## config.mk

```make
export PLATFORM = sky130hd
export DESIGN_NAME = fetch_unit_buffered
export DESIGN_NICKNAME = d
export VERILOG_FILES = /design/src/rtl/fetch_unit_buffered.sv
export SDC_FILE = /design/constraint.sdc
export NUM_CORES = 1
export LEC_CHECK = 0
export CORE_MARGIN = 4
export CORE_UTILIZATION = 52
export CTS_CLUSTER_DIAMETER = 80
export DETAILED_ROUTE_END_ITERATION = 10
export HOLD_SLACK_MARGIN = 0.03
export PLACE_DENSITY = 0.76
export SLEW_MARGIN = 20
export SYNTH_ARGS = -nofsm -noshare
export SYNTH_HDL_FRONTEND = slang
export SYNTH_SLANG_ARGS = --single-unit
```

## constraint.sdc

```tcl
create_clock -name clk -period 4.88 [get_ports clk]
set_input_delay 0.732 -clock clk [delete_from_list [all_inputs] [get_ports clk]]
set_output_delay 0.732 -clock clk [all_outputs]
set_load 0.03 [all_outputs]
```

## src/rtl/fetch_unit_buffered.sv

```systemverilog
// Instruction-fetch front end: owns the PC, issues in-order imem requests under a credit
// limit, buffers returned words with their PCs, and flushes on redirect.
module fetch_unit_buffered #(
  parameter int unsigned     XLEN     = 64,
  parameter int unsigned     ILEN     = 32,
  parameter int unsigned     DEPTH    = 4,
  parameter logic [XLEN-1:0] RESET_PC = '0,
  parameter logic [XLEN-1:0] PC_STEP  = XLEN'(4)
) (
  input  logic            clk,
  input  logic            reset,
  input  logic            redirect_valid,
  input  logic [XLEN-1:0] redirect_pc,
  output logic            imem_req_valid,
  input  logic            imem_req_ready,
  output logic [XLEN-1:0] imem_req_addr,
  input  logic            imem_rsp_valid,
  input  logic [ILEN-1:0] imem_rsp_data,
  output logic            out_valid,
  input  logic            out_ready,
  output logic [XLEN-1:0] out_pc,
  output logic [ILEN-1:0] out_instr
);
  // Handshakes: a transfer happens on a rising edge where valid & ready are both high;
  // valid never depends on ready, and payload is held while valid & !ready.

  localparam int unsigned PW = $clog2(DEPTH);
  localparam int unsigned CW = $clog2(DEPTH + 1);

  logic [XLEN-1:0] fetch_pc;
  logic [XLEN-1:0] pc_mem    [DEPTH];
  logic [ILEN-1:0] instr_mem [DEPTH];
  logic [XLEN-1:0] tag_mem   [DEPTH];

  logic [PW-1:0] rd_ptr;
  logic [PW-1:0] wr_ptr;
  logic [PW-1:0] tag_rd;
  logic [PW-1:0] tag_wr;
  logic [CW-1:0] count;
  logic [CW-1:0] outstanding;
  logic [CW-1:0] drop;
  logic [CW-1:0] live;
  logic [CW:0]   credit_used;

  logic req_fire;
  logic rsp_keep;
  logic pop;

  // Credits cover both buffered words and live in-flight requests, so a kept
  // response always finds a free slot.
  assign live        = outstanding - drop;
  assign credit_used = {1'b0, count} + {1'b0, live};

  assign imem_req_valid = !reset && !redirect_valid
                          && (credit_used < (CW+1)'(DEPTH))
                          && (outstanding < CW'(DEPTH));
  assign imem_req_addr  = fetch_pc;
  assign req_fire       = imem_req_valid && imem_req_ready;

  // A response is kept only when nothing stale is ahead of it and no redirect is flushing.
  assign rsp_keep = !reset && imem_rsp_valid && (drop == '0) && !redirect_valid;

  assign out_valid = !reset && (count != '0);
  assign out_pc    = pc_mem[rd_ptr];
  assign out_instr = instr_mem[rd_ptr];
  assign pop       = out_valid && out_ready;

  always_ff @(posedge clk) begin
    if (reset) begin
      fetch_pc    <= RESET_PC;
      rd_ptr      <= '0;
      wr_ptr      <= '0;
      tag_rd      <= '0;
      tag_wr      <= '0;
      count       <= '0;
      outstanding <= '0;
      drop        <= '0;
    end else begin
      if (req_fire) tag_wr <= tag_wr + PW'(1);
      if (imem_rsp_valid) tag_rd <= tag_rd + PW'(1);
      if (rsp_keep) wr_ptr <= wr_ptr + PW'(1);
      outstanding <= outstanding + CW'(req_fire) - CW'(imem_rsp_valid);

      if (redirect_valid) begin
        // Everything still in flight after this cycle's response is stale.
        fetch_pc <= redirect_pc;
        count    <= '0;
        rd_ptr   <= wr_ptr;
        drop     <= outstanding - CW'(imem_rsp_valid);
      end else begin
        if (req_fire) fetch_pc <= fetch_pc + PC_STEP;
        if (pop) rd_ptr <= rd_ptr + PW'(1);
        count <= count + CW'(rsp_keep) - CW'(pop);
        if (imem_rsp_valid && (drop != '0)) drop <= drop - CW'(1);
      end
    end
  end

  // Storage carries no reset; validity is tracked entirely by the pointers and counters.
  always_ff @(posedge clk) begin
    if (req_fire) tag_mem[tag_wr] <= fetch_pc;
    if (rsp_keep) begin
      pc_mem[wr_ptr]    <= tag_mem[tag_rd];
      instr_mem[wr_ptr] <= imem_rsp_data;
    end
  end

  always_ff @(posedge clk) begin
    if (!reset) begin
      assert (!rsp_keep || (count < CW'(DEPTH)));
      assert (!imem_rsp_valid || (outstanding != '0));
    end
  end

endmodule

```

==> flow_metrics.tcl <==
set metrics [dict create \
    clock-sinks 725 \
    syn_to_final_growth_pct 21.23 \
    antenna_found_initial 1 \
    cts_hold_buf 0 \
    cts_repair_resize_count 0 \
    period_share_pct 84.73 \
    dp_hpwl_mm 42.65 \
    yosys_warnings 0 \
    grt_use_total_pct 23.46 \
    period_needed_ns 4.135 \
    synth.net_count 1616 \
    place_area_um2 31650 \
    cts_tree "done" \
    crit_required_ns 4.15 \
    hold_violations 0 \
    clock_skew_ns 0.02836 \
    status "completed" \
    drv_cap 0 \
    p_per_area_nw_per_um2 415.8 \
    relSlewSlack_pct 29.36 \
    hold_slack_ns 0.5133 \
    synth-main-ff-cell "edfxtp_1" \
    antenna_left 0 \
    syn_inst 1491 \
    io_buffers 263 \
    holdPathEnd "tag_wr[1]$_SDFFE_PP0P_" \
    root_buffer "clkbuf_16" \
    synth_common_cells "edfxtp_1, mux4_2, dfxtp_1" \
    cp_num_buf_inv 3 \
    dr.max_layer_used "met4" \
    crit_fanout 2 \
    worst_setup_path_start_kind "flop" \
    synth_top_area_cell "edfxtp_1" \
    hold_class "reg -> reg" \
    avgSynthCellArea_um2 18.82 \
    whs_path_depth 2 \
    yosys.cell_types.count 63 \
    clk_pin_slew_ns 0.06 \
    synth.most_common_cell "edfxtp_1" \
    yosys.area_share.simple_pct 5.457 \
    p_leak_nw 10.78 \
    vias 15480 \
    met3_length_mm 5.744 \
    p_clk_share_pct 39.5 \
    start_util_pct 52.98 \
    peakVddDrop_uv 255.4 \
    synthesis.area_um2 28060 \
    worstMarginPinSlew_ns 1.052 \
    end_kind "primary output" \
    die_h_um 240.3 \
    core_um2 52970 \
    synth.area.mux_share_pct 13.32 \
    path_class "reg -> out" \
    rows 84 \
    drt_iter0_markers 1723 \
    gp_congestion 0.9099 \
    drt-total-wl_mm 67.48 \
    fin_setup_tns_ns 0 \
    synth_top_family_by_area "multiplexers" \
    cp_top_family "buffers and inverters" \
    fmax_mhz 241.9 \
    final_area_um2 34020 \
    slowest_delay_ns 0.69 \
    drt-pass1-iter-count 5 \
    nets 1909 \
    wl_per_cell_um 26.70 \
    viasPerCell 6.125 \
    wl_met2_mm 33.03 \
    switching_share_pct 22.96 \
    fin_util_pct 64.23 \
    path_cells "inv_1, ha_1, inv_1, fa_1, xor2_1, xnor2_1, ha_1, nor4_1, nand2_1, nor2_1, clkdlybuf4s50_1" \
    grt_max_degree 65 \
    clock_latency_ns 0.62 \
    worst-r2r-setup-slack_ns 0.92 \
    sequentialPowerShare_pct 50.9 \
    cts_buffer_depth 3 \
    reg2reg_to "tag_mem[0][37]$_DFFE_PP_" \
    ys_seq_area_share_pct 74.55 \
    drive_gt1_share_pct 17.62 \
    r2r-start "outstanding[0]$_SDFF_PP0_" \
    p_int_mw 10.90 \
    overflow 0 \
    synth_compound_area_share_pct 3.183 \
    numCtsBuffers 72 \
    synth_fa_ha_area_share_pct 1.106 \
    hold_start "tag_wr[1]$_SDFFE_PP0P_" \
    pwr-share-comb_pct 9.6 \
    grt_pass1_wl_mm 101.1 \
    synth-xor-area-share_pct 1.030 \
    synth_top_area_share_pct 68.48 \
    async_flop_share_pct 0 \
    dieArea_um2 57750 \
    dieWidth_um 240.3 \
    cpMaxStageDelayCell "clkdlybuf4s50_1" \
    setup_viol 0 \
    r2r_cells 12 \
    arrival_ns 3.40 \
    ys_ff_latch 725 \
    drv_slew 0 \
    synth_area_leaders "edfxtp_1, mux4_2, dfxtp_1, ha_1, nor2_1" \
    rsz0062_at_grt "false" \
    wirelength_met1_mm 27.19 \
    drc 0 \
    synth-edff-count 640 \
    htree_levels 3 \
    grt_pass1_vias 15850 \
    power.switching_mw 3.248 \
    cts_setup_buffers 0 \
    ios 264 \
    n_antenna_cell 0 \
]
[metal layers]
layer / track usage [%] / vias to the layer above
met4: 6.716 / 0
met5: 0 / -
met2: 37.99 / 749
li1: - / 6671
met1: 32.79 / 7932
met3: 5.047 / 126
[state kept, by name (all words and copies together), names as in the netlist, named ones only]
| name | flops |
|---|---|
| tag_rd | 2 |
| outstanding | 3 |
| instr_mem | 128 |
| rd_ptr | 2 |
| imem_req_addr | 64 |
| tag_mem | 256 |
| pc_mem | 256 |
| wr_ptr | 2 |
| tag_wr | 2 |
| drop | 3 |
| count | 3 |
[layout make-up]
cell class	instances	area [um^2]
Clock buffer	96	1913
Clock inverter	33	457.9
Fill cell	3551	18950
Inverter	22	82.58
Multi-Input combinational cell	666	6784
Sequential cell	725	20930
Tap cell	688	860.8
Timing Repair Buffer	297	2990
[worst max-delay path by stage]
stage | from | endpoint | slack, ns | depth (start not counted)
after floorplan | outstanding[0]$_SDFF_PP0_ | tag_mem[1][0]$_DFFE_PP_ | 0.13 | 13
final | outstanding[0]$_SDFF_PP0_ | imem_req_valid | 0.75 | 11
after global routing | outstanding[0]$_SDFF_PP0_ | imem_req_valid | 0.60 | 11
after detailed placement | outstanding[0]$_SDFF_PP0_ | tag_mem[1][38]$_DFFE_PP_ | 1.0 | 11
after global placement | outstanding[0]$_SDFF_PP0_ | tag_mem[1][42]$_DFFE_PP_ | 1.08 | 11
after CTS | outstanding[0]$_SDFF_PP0_ | imem_req_valid | 0.72 | 11
[logic make-up (layout without fill, tap and decap cells)]
logic type | count (synthesis) | count (layout)
DFF | 725 | 725
xor gates and xnor gates | 33 | 33
muxes | 173 | 173
buffers and inverters | 100 | 448
and+or+nand+nor | 295 | 295
AOI/OAI and AO/OA | 142 | 142
adders and majority gates | 23 | 23
[power by group through the flow]
stage / sequential, mW / clock (mW) / combinational [mW]
final: 7.20 / 5.59 / 1.35
after global routing: 7.22 / 5.93 / 1.44
after CTS: 7.20 / 5.68 / 1.36
after detailed placement: 7.33 / 0 / 1.35
after global placement: 7.32 / 0 / 1.33
after floorplan: 7.28 / 0 / 0.787
[placed cells by master, fill, tap and decap left out, drive strengths merged, types with 3 or more instances in the layout]
| master | netlist | final |
|---|---|---|
| a211oi | 12 | 12 |
| a21oi | 34 | 34 |
| a221oi | 4 | 4 |
| a22oi | 6 | 6 |
| a31oi | 28 | 28 |
| a41oi | 3 | 3 |
| and2 | 14 | 14 |
| and3 | 14 | 14 |
| and4 | 4 | 4 |
| buf | 25 | 36 |
| bufinv | 0 | 10 |
| clkbuf | 53 | 96 |
| clkdlybuf4s50 | 0 | 261 |
| clkinv | 1 | 19 |
| dfxtp | 85 | 85 |
| edfxtp | 640 | 640 |
| fa | 3 | 3 |
| ha | 20 | 20 |
| inv | 21 | 25 |
| mux2 | 4 | 4 |
| mux2i | 9 | 9 |
| mux4 | 160 | 160 |
| nand2 | 62 | 62 |
| nand3 | 45 | 45 |
| nand4 | 31 | 31 |
| nand4b | 4 | 4 |
| nor2 | 65 | 65 |
| nor3 | 20 | 20 |
| nor3b | 3 | 3 |
| nor4 | 11 | 11 |
| nor4b | 3 | 3 |
| o21ai | 32 | 32 |
| o22ai | 3 | 3 |
| o311ai | 3 | 3 |
| o31a | 3 | 3 |
| or3 | 5 | 5 |
| or4 | 5 | 5 |
| xnor2 | 20 | 20 |
| xor2 | 13 | 13 |
[worst register-to-register path: stages, from the launching register on]
cell	delay (ns)
dfxtp_1	0.31
inv_1	0.08
ha_1	0.15
inv_1	0.05
fa_1	0.37
xor2_1	0.16
xnor2_1	0.19
ha_1	0.26
nor4_1	0.31
and4b_1	0.29
buf_4	0.42
and2_2	0.62
buf_12	0.36
[stage by stage]
stage | cells | setup slack, ns | power [mW]
6_report | 2527 | 0.7453 | 14.15
5_1_grt | 2527 | 0.6004 | 14.60
4_1_cts | 2527 | 0.7178 | 14.24
3_5_place_dp | 2398 | 0.9988 | 8.682
3_3_place_gp | 2398 | 1.081 | 8.646
2_1_floorplan | 1491 | 0.1334 | 8.071
(Power assumes the default switching activity.)
